## src/rtl/hashtable_pkg.sv

```systemverilog
// Shared constants and types for the string-matcher hashtable bitmap.
package hashtable_pkg;

  localparam logic [63:0] HT_ANDMSK    = 64'hffdfdfdfdfdfdfdf;
  localparam int unsigned HT_NBITS     = 15;
  localparam int unsigned HT_BM_AWIDTH = HT_NBITS - 3;
  localparam int unsigned HT_RD_LAT    = 2;

  // Multiplicative hash constant shared with the lookup path
  localparam logic [63:0] HASH_MULT = 64'h9e3779b97f4a7c15;

  localparam logic OP_INSERT = 1'b0;
  localparam logic OP_CLEAR  = 1'b1;

  typedef enum logic [2:0] {
    ST_IDLE  = 3'd0,
    ST_HASH  = 3'd1,
    ST_RD    = 3'd2,
    ST_RWAIT = 3'd3,
    ST_MERGE = 3'd4,
    ST_WR    = 3'd5,
    ST_DONE  = 3'd6,
    ST_CLR   = 3'd7
  } state_t;

endpackage

```

## src/rtl/mul_hash.sv

```systemverilog
// Two-stage multiplicative hash: p = top NBITS of (din * HASH_MULT), valid 2 cycles after in_v.
module mul_hash
  import hashtable_pkg::*;
#(
  parameter int unsigned NBITS = HT_NBITS
) (
  input  logic             clk,
  input  logic             rst,
  input  logic             ce,
  input  logic             in_v,
  input  logic [63:0]      din,
  output logic             out_v,
  output logic [NBITS-1:0] p
);

  logic [63:0] din_q;
  logic        v_q;
  logic [63:0] prod_c;

  assign prod_c = din_q * HASH_MULT;

  // Input register then product register
  always_ff @(posedge clk) begin
    if (rst) begin
      din_q <= '0;
      v_q   <= 1'b0;
      out_v <= 1'b0;
      p     <= '0;
    end else if (ce) begin
      din_q <= din;
      v_q   <= in_v;
      out_v <= v_q;
      p     <= prod_c[63 -: NBITS];
    end
  end

endmodule

```

## src/rtl/hashtable_bitmap_writer.sv

```systemverilog
// Control-plane writer for the hashtable bitmap: hashed inserts by read-modify-write and clear-all sweep.
module hashtable_bitmap_writer
  import hashtable_pkg::*;
#(
  parameter logic [63:0] ANDMSK    = HT_ANDMSK,
  parameter int unsigned NBITS     = HT_NBITS,
  parameter int unsigned BM_AWIDTH = NBITS - 3,
  parameter int unsigned RD_LAT    = HT_RD_LAT
) (
  input  logic                 clk,
  input  logic                 rst,
  input  logic [63:0]          in_key,
  input  logic                 in_op,
  input  logic                 in_valid,
  output logic                 in_ready,
  output logic [BM_AWIDTH-1:0] bm_addr,
  output logic                 bm_rd,
  input  logic [7:0]           bm_rdata,
  output logic                 bm_wr,
  output logic [7:0]           bm_wdata,
  output logic                 done_valid,
  output logic [NBITS-1:0]     done_addr,
  output logic                 done_dup,
  output logic [NBITS:0]       occupancy
);

  localparam int unsigned CW = $clog2(RD_LAT + 1);
  localparam logic [NBITS:0] OCC_MAX = {1'b1, {NBITS{1'b0}}};

  state_t               state_q, state_d;
  logic [NBITS-1:0]     haddr_q, haddr_d;
  logic [7:0]           rdata_q, rdata_d;
  logic                 dup_q, dup_d;
  logic [CW-1:0]        rw_cnt_q, rw_cnt_d;
  logic [BM_AWIDTH-1:0] clr_cnt_q, clr_cnt_d;
  logic                 clr_last_q, clr_last_d;

  logic [BM_AWIDTH-1:0] bm_addr_d;
  logic                 bm_rd_d, bm_wr_d, done_valid_d, done_dup_d;
  logic [7:0]           bm_wdata_d;
  logic [NBITS-1:0]     done_addr_d;
  logic [NBITS:0]       occ_d;

  logic                 accept_c, hv_c, dup_c;
  logic [NBITS-1:0]     hp_c;
  logic [7:0]           wdata_c;

  assign in_ready = (state_q == ST_IDLE) && !rst;
  assign accept_c = in_valid && in_ready;

  // Shared hash, fed with the masked key only on the insert accept cycle
  mul_hash #(.NBITS(NBITS)) u_hash (
    .clk   (clk),
    .rst   (rst),
    .ce    (1'b1),
    .in_v  (accept_c && (in_op == OP_INSERT)),
    .din   (in_key & ANDMSK),
    .out_v (hv_c),
    .p     (hp_c)
  );

  assign dup_c   = rdata_q[haddr_q[2:0]];
  assign wdata_c = rdata_q | (8'h01 << haddr_q[2:0]);

  // Next state and next registered outputs
  always_comb begin
    state_d      = state_q;
    haddr_d      = haddr_q;
    rdata_d      = rdata_q;
    dup_d        = dup_q;
    rw_cnt_d     = rw_cnt_q;
    clr_cnt_d    = clr_cnt_q;
    clr_last_d   = clr_last_q;
    bm_addr_d    = bm_addr;
    bm_wdata_d   = bm_wdata;
    bm_rd_d      = 1'b0;
    bm_wr_d      = 1'b0;
    done_valid_d = 1'b0;
    done_addr_d  = done_addr;
    done_dup_d   = done_dup;
    occ_d        = occupancy;
    case (state_q)
      ST_IDLE: begin
        if (accept_c) begin
          if (in_op == OP_CLEAR) begin
            state_d    = ST_CLR;
            clr_cnt_d  = '0;
            clr_last_d = 1'b0;
            bm_addr_d  = '0;
            bm_wr_d    = 1'b1;
            bm_wdata_d = 8'h00;
          end else begin
            state_d = ST_HASH;
          end
        end
      end
      ST_HASH: begin
        if (hv_c) begin
          haddr_d   = hp_c;
          state_d   = ST_RD;
          bm_rd_d   = 1'b1;
          bm_addr_d = hp_c[NBITS-1:3];
          rw_cnt_d  = '0;
        end
      end
      ST_RD: state_d = ST_RWAIT;
      ST_RWAIT: begin
        if (rw_cnt_q == CW'(RD_LAT - 1)) begin
          rdata_d = bm_rdata;
          state_d = ST_MERGE;
        end else begin
          rw_cnt_d = rw_cnt_q + CW'(1);
        end
      end
      ST_MERGE: begin
        dup_d = dup_c;
        if (dup_c) begin
          state_d      = ST_DONE;
          done_valid_d = 1'b1;
          done_addr_d  = haddr_q;
          done_dup_d   = 1'b1;
        end else begin
          state_d    = ST_WR;
          bm_wr_d    = 1'b1;
          bm_wdata_d = wdata_c;
        end
      end
      ST_WR: begin
        state_d      = ST_DONE;
        done_valid_d = 1'b1;
        done_addr_d  = haddr_q;
        done_dup_d   = 1'b0;
        occ_d        = (occupancy == OCC_MAX) ? occupancy : occupancy + (NBITS + 1)'(1);
      end
      ST_DONE: state_d = ST_IDLE;
      ST_CLR: begin
        if (clr_last_q) begin
          state_d      = ST_DONE;
          occ_d        = '0;
          done_valid_d = 1'b1;
          done_addr_d  = '0;
          done_dup_d   = 1'b0;
        end else begin
          clr_cnt_d  = clr_cnt_q + BM_AWIDTH'(1);
          clr_last_d = &clr_cnt_d;
          bm_addr_d  = clr_cnt_d;
          bm_wr_d    = 1'b1;
          bm_wdata_d = 8'h00;
        end
      end
      default: state_d = ST_IDLE;
    endcase
  end

  // State and output registers
  always_ff @(posedge clk) begin
    if (rst) begin
      state_q    <= ST_IDLE;
      haddr_q    <= '0;
      rdata_q    <= '0;
      dup_q      <= 1'b0;
      rw_cnt_q   <= '0;
      clr_cnt_q  <= '0;
      clr_last_q <= 1'b0;
      bm_addr    <= '0;
      bm_rd      <= 1'b0;
      bm_wr      <= 1'b0;
      bm_wdata   <= '0;
      done_valid <= 1'b0;
      done_addr  <= '0;
      done_dup   <= 1'b0;
      occupancy  <= '0;
    end else begin
      state_q    <= state_d;
      haddr_q    <= haddr_d;
      rdata_q    <= rdata_d;
      dup_q      <= dup_d;
      rw_cnt_q   <= rw_cnt_d;
      clr_cnt_q  <= clr_cnt_d;
      clr_last_q <= clr_last_d;
      bm_addr    <= bm_addr_d;
      bm_rd      <= bm_rd_d;
      bm_wr      <= bm_wr_d;
      bm_wdata   <= bm_wdata_d;
      done_valid <= done_valid_d;
      done_addr  <= done_addr_d;
      done_dup   <= done_dup_d;
      occupancy  <= occ_d;
    end
  end

endmodule

```

## config.mk

```make
export PLATFORM = sky130hd
export DESIGN_NAME = hashtable_bitmap_writer
export DESIGN_NICKNAME = d
export VERILOG_FILES = /design/src/rtl/hashtable_pkg.sv /design/src/rtl/mul_hash.sv /design/src/rtl/hashtable_bitmap_writer.sv
export SDC_FILE = /design/constraint.sdc
export NUM_CORES = 2
export LEC_CHECK = 0
export ABC_AREA = 1
export CAP_MARGIN = 15
export CELL_PAD_IN_SITES_DETAIL_PLACEMENT = 1
export CELL_PAD_IN_SITES_GLOBAL_PLACEMENT = 2
export CORE_MARGIN = 4
export CORE_UTILIZATION = 41
export CTS_CLUSTER_SIZE = 28
export DETAILED_ROUTE_END_ITERATION = 10
export PLACE_DENSITY_LB_ADDON = 0.1
export RECOVER_POWER = 25
export SLEW_MARGIN = 40
export SYNTH_ARGS = -nofsm -noshare
export SYNTH_HDL_FRONTEND = slang
export SYNTH_HIERARCHICAL = 1
export SYNTH_SLANG_ARGS = --single-unit
export TNS_END_PERCENT = 10
```

## constraint.sdc

```tcl
create_clock -name clk -period 10.2 [get_ports clk]
set_input_delay 2.04 -clock clk [delete_from_list [all_inputs] [get_ports clk]]
set_output_delay 2.04 -clock clk [all_outputs]
set_load 0.01 [all_outputs]
```

# After elaboration in Yosys (flattened, before gate mapping)
# Index checks and enable logic that the tools add are counted.
[word_totals]
rom_bits = 0
latchBits = 0
ramBits = 0
ff_bits = 177
elab_cells = 115
memories = 0
[classes]
n_eq_ne = 19
add_sub_neg = 3
magnitude_cmp = 1
bitwise = 3
n_mul = 1
div_mod_pow = 0
n_reduce_logical = 23
n_shift = 1
n_mux = 45
[ops]
columns = ["cell", "n"]
rows = [
  ["multiplier 64 x 64 -> 64 bit (second input constant)", 1],
  ["2-to-1 mux 12 bit", 4],
  ["one-hot mux 15 bit (3 select lines)", 1],
  ["one-hot mux 12 bit (3 select lines)", 1],
  ["2-to-1 mux 16 bit", 2],
  ["2-to-1 mux 8 bit", 4],
  ["one-hot mux 16 bit (2 select lines)", 1],
  ["2-to-1 mux 15 bit", 2],
  ["one-hot mux 12 bit (2 select lines)", 1],
  ["one-hot mux 3 bit (8 select lines)", 1],
  ["one-hot mux 8 bit (3 select lines)", 1],
  ["inequality test 2 bit (second input constant)", 9],
  ["adder 16 x 1 -> 16 bit (second input constant)", 1],
  ["== test 16 bit (second input constant)", 1],
  ["2-to-1 mux 3 bit", 5],
  ["2-to-1 mux 1 bit", 13],
  ["adder 12 x 1 -> 12 bit (second input constant)", 1],
  ["== test 3 bit (second input constant)", 4],
  ["AND reduction 12 bit", 1],
  ["AND reduction 3 bit", 4],
  ["AND reduction 5 bit", 2],
  ["one-hot mux 1 bit (3 select lines)", 3],
  ["nonzero test 3 bit", 3],
  ["bitwise OR 8 bit", 1],
  ["19 further kinds", 29],
]

# Logic depth before layout (Yosys ltp)
[logic_depth]
ltp_word = 5
ltp_mapped = 36

# By module
# Netlist, hierarchy kept.
[by_module_without_submodules]
columns = ["module", "area_each_um2", "n_inst", "cells_per_inst"]
rows = [
  ["mul_hash", 35450.2, 1, 3785],
  ["hashtable_bitmap_writer", 4678.2, 1, 701],
]

# Worst setup path after synthesis
# No wires, ideal clock.
[synth_timing]
path_kind = "register -> register"
startpoint = "reg u_hash.din_q[31]"
endpoint = "reg u_hash.p[11]"
path_stages_with_launch = 33
required_ns = 10.087
setup_slack_ns = 2.759
setup_time_ns = 0.113
t_arrival_ns = 7.328
cell_sequence = "dfxtp_1 -> inv_1 -> fa_1 -> inv_1 -> fa_1 -> inv_1 -> fa_1 -> inv_1 -> fa_1 -> inv_1 -> fa_1 -> fa_1 -> inv_1 -> fa_1 -> fa_1 -> fa_1 -> inv_1 -> fa_1 -> inv_1 -> ha_1 -> nand2_1 -> nor2_1 -> inv_2 -> nor3_1 -> inv_1 -> nor2_1 -> nand3_1 -> nand3_1 -> nand2_1 -> nand3_1 -> nor2_1 -> o21ai_1 -> inv_1"
[synth_between]
elab_chain_cells = 1
[synth_rtl]
columns = ["element", "line", "text"]
rows = [
  ["start: declaration", "mul_hash.sv:16", "logic [63:0] din_q;"],
  ["start signal: assignment", "mul_hash.sv:30", "din_q <= din;"],
  ["multiplier 64 x 64 -> 64 bit", "mul_hash.sv:20", "assign prod_c = din_q * HASH_MULT;"],
  ["end signal: assignment", "mul_hash.sv:33", "p <= prod_c[63 -: NBITS];"],
  ["end: declaration", "mul_hash.sv:13", "output logic [NBITS-1:0] p"],
]
# Every way passes these cells.
# A chain may end at the register's enable or synchronous reset.

# Worst setup path after layout
[layout_timing]
startpoint = "reg u_hash.din_q[31]"
endpoint = "reg u_hash.p[1]"
# Same word-level chain as after synthesis.

==> results.json <==
{
  "status": "finished, violations left",
  "violations": "capacitance limit, slew limit",
  "num_vias": 30160,
  "path_class": "register to register",
  "clk_latency_ps": 530,
  "fin_setup_tns_ps": 0,
  "clock_path_buffers": 2,
  "cts-root-buf": "clkbuf_16",
  "nNetsFinal": 6127,
  "slowest_delay_ps": 700,
  "drt-vias-per-instance": 5.10,
  "rsz0062_at_grt": "false",
  "crit_path_top_delay_cell": "dfxtp_1",
  "core_sq_mm": 0.0969,
  "max_freq_mhz": 112,
  "clkSlewWorstSetupHoldPaths_ps": 90,
  "critPathBufInv": 10,
  "postCtsResizedCells": 0,
  "io_pins": 132,
  "cts_buffers": 17,
  "antenna_found_initial": 8,
  "crit_arrival_ps": 9360,
  "first_pass_iters": 5,
  "rows": 114,
  "syn_area_per_cell_sq_um": 8.95,
  "relSlewSlack_pct": -119,
  "r2r.worst_path.cells": 30,
  "synth_cell_types": 55,
  "hold_viol": 0,
  "drc": 0,
  "place_hpwl_um": 140000,
  "cap_viol_max_count": 1,
  "async_flop_share_pct": 0,
  "cts_hold_buf": 0,
  "drtAntennaViolNets": 0,
  "synth_seq_cells": 177,
  "post-route-period-util_pct": 87.4,
  "cts.sinks": 177,
  "track_usage_pct": 30.9,
  "slew_violations": 64,
  "syn_area_sq_mm": 0.0401,
  "grt_remaining_overflow": 0,
  "start_kind": "register",
  "cp.depth": 30,
  "grt_start_max_net_pins": 116,
  "htree_levels": 4,
  "grt_pass1_wl_um": 226000,
  "synth_edf_count": 0,
  "die_height_um": 321,
  "required_ps": 10650,
  "wirelength_um": 155000,
  "drt_iter0_markers": 2133,
  "critPathMaxFanout": 9,
  "drive_gt1_share_pct": 2.83,
  "ys.flop_type": "dfxtp_1",
  "critPathCaptureType": "register",
  "wire_per_inst_um": 26.2,
  "worst_pin_slew_ps": 3280,
  "fin_crit_ps": 8910,
  "synth-seq-area-share_pct": 8.83,
  "setup_viol": 0,
  "cp_top_family": "adder cells",
  "die-area_sq_mm": 0.103,
  "post-cts-setup-buffer-count": 0,
  "place_congestion": 1.05,
  "io_buffers": 124,
  "worst_clock_skew_ps": 35.1,
  "hp-class": "register to register",
  "syn_inst": 4486,
  "yosysWarnings": 6,
  "hold_depth": 2,
  "area_growth_pct": 8.70,
  "die_w_um": 321,
  "cts_tree": "built",
  "grt_pass1_vias": 33473,
  "start_util_pct": 41.4
}
## worst reg2reg max path, delay by kind of cell (launching register included)
family	cells	cell delay (ps)
buffers and inverters	10	1110
adder cells (fa/ha/maj)	11	5660
AND/OR/NAND/NOR	7	1110
flip-flops	1	700
AO/OA/AOI/OAI	2	280
## cells by family (layout without fill, tap and decap cells)
logic type      after synthesis  after routing  share of synthesized area (%)
simple gates                869            869                           9.18
flops                       177            177                           8.83
compound gates              439            439                           5.83
xor+xnor                     43             43                          0.976
other cells                   2             13                         0.0187
buf+inv                    1525           1664                           14.3
fa+ha+maj                  1431           1431                           60.8
## state kept, by name, indices dropped and copies added, names as in the netlist, named ones only
signal and count:
u_hash/din_q 64, done_dup 1, bm_wdata 8, rdata_q 8
bm_wr 1, u_hash/p 15, rw_cnt_q 2, haddr_q 15
u_hash/v_q 1, bm_addr 12, u_hash/out_v 1, clr_cnt_q 12
bm_rd 1, state_q 2, done_valid 1, clr_last_q 1
done_addr 15, occupancy 16
## cells in the mapped netlist, types with 5 or more instances
master	n	area, sq um
or2_2	6	37.5
clkinv_1	5	18.8
nor4_1	5	31.3
xor2_1	25	219
o21ai_0	155	776
xnor2_1	16	140
nand3_1	99	495
o21bai_1	9	67.6
nand4_1	24	150
o21ai_1	44	220
nand3b_1	9	67.6
inv_2	30	113
ha_1	565	7070
clkbuf_1	33	124
nor2_1	278	1040
nand2_2	11	68.8
o211ai_1	9	67.6
nand3_2	5	50.1
dfxtp_1	177	3540
a21o_1	7	52.6
nor2_4	6	67.6
a21oi_1	184	921
inv_1	1443	5420
nor3_1	26	130
nand2_1	390	1460
o21a_1	7	52.6
fa_1	866	17300
## final timing paths
kind,start,to,slack (ps)
setup reg to reg,u_hash/din_q[31],u_hash/p[1],1290
hold reg to reg,done_addr[10],done_addr[10],460
setup / recovery,u_hash/din_q[31],u_hash/p[1],1290
hold / removal,done_addr[10],done_addr[10],460
## routing by layer
metal  global-route usage (%)  share of wire (%)  wire length, um  vias up
met4                     13.9                5.3             8140        0
met3                     5.61                6.8            10600      190
met2                     47.7                 43            67000      887
li1                         -                  -                -    13522
met1                     42.7                 45            69100    15561
met5                        0                  0                0        -
## cells in the final DEF (no fill, tap or decap), types with 10 or more instances in the layout
cell / instances
clkbuf_16: 17
buf_4: 29
fa_1: 866
ha_1: 565
nor2_1: 280
a21oi_1: 184
xor2_1: 25
inv_1: 1444
nand4_1: 24
inv_2: 29
o21ai_0: 157
dfxtp_1: 169
clkdlybuf4s50_1: 123
o21ai_1: 42
nand3_1: 99
nand2_2: 11
xnor2_1: 16
nand2_1: 390
nor3_1: 26
conb_1: 10
## cell type report
type	instances	area [sq um]
Multi-Input combinational cell	2792	30800
Clock inverter	15	183
Timing Repair Buffer	154	1460
Clock buffer	17	425
Fill cell	11349	53200
Sequential cell	177	3550
Inverter	1478	5550
Tap cell	1276	1600
Antenna cell	3	7.51
## through the flow
stage               util, %  cells  setup WS [ps]  hold WS (ps)  area [sq um]
floorplan                 -   4494           2760           438         40200
detailed placement     44.4   5877           1360           443         43000
global route           45.0   5909            900           478         43600
finish                 45.0   5912           1290           457         43600
CTS                    45.0   5909           1300           464         43600
global placement       44.4   5877           1400           437         43000
Power is not shown: default switching activity piles up to over one toggle a cycle in this logic, so the estimate is an artifact.
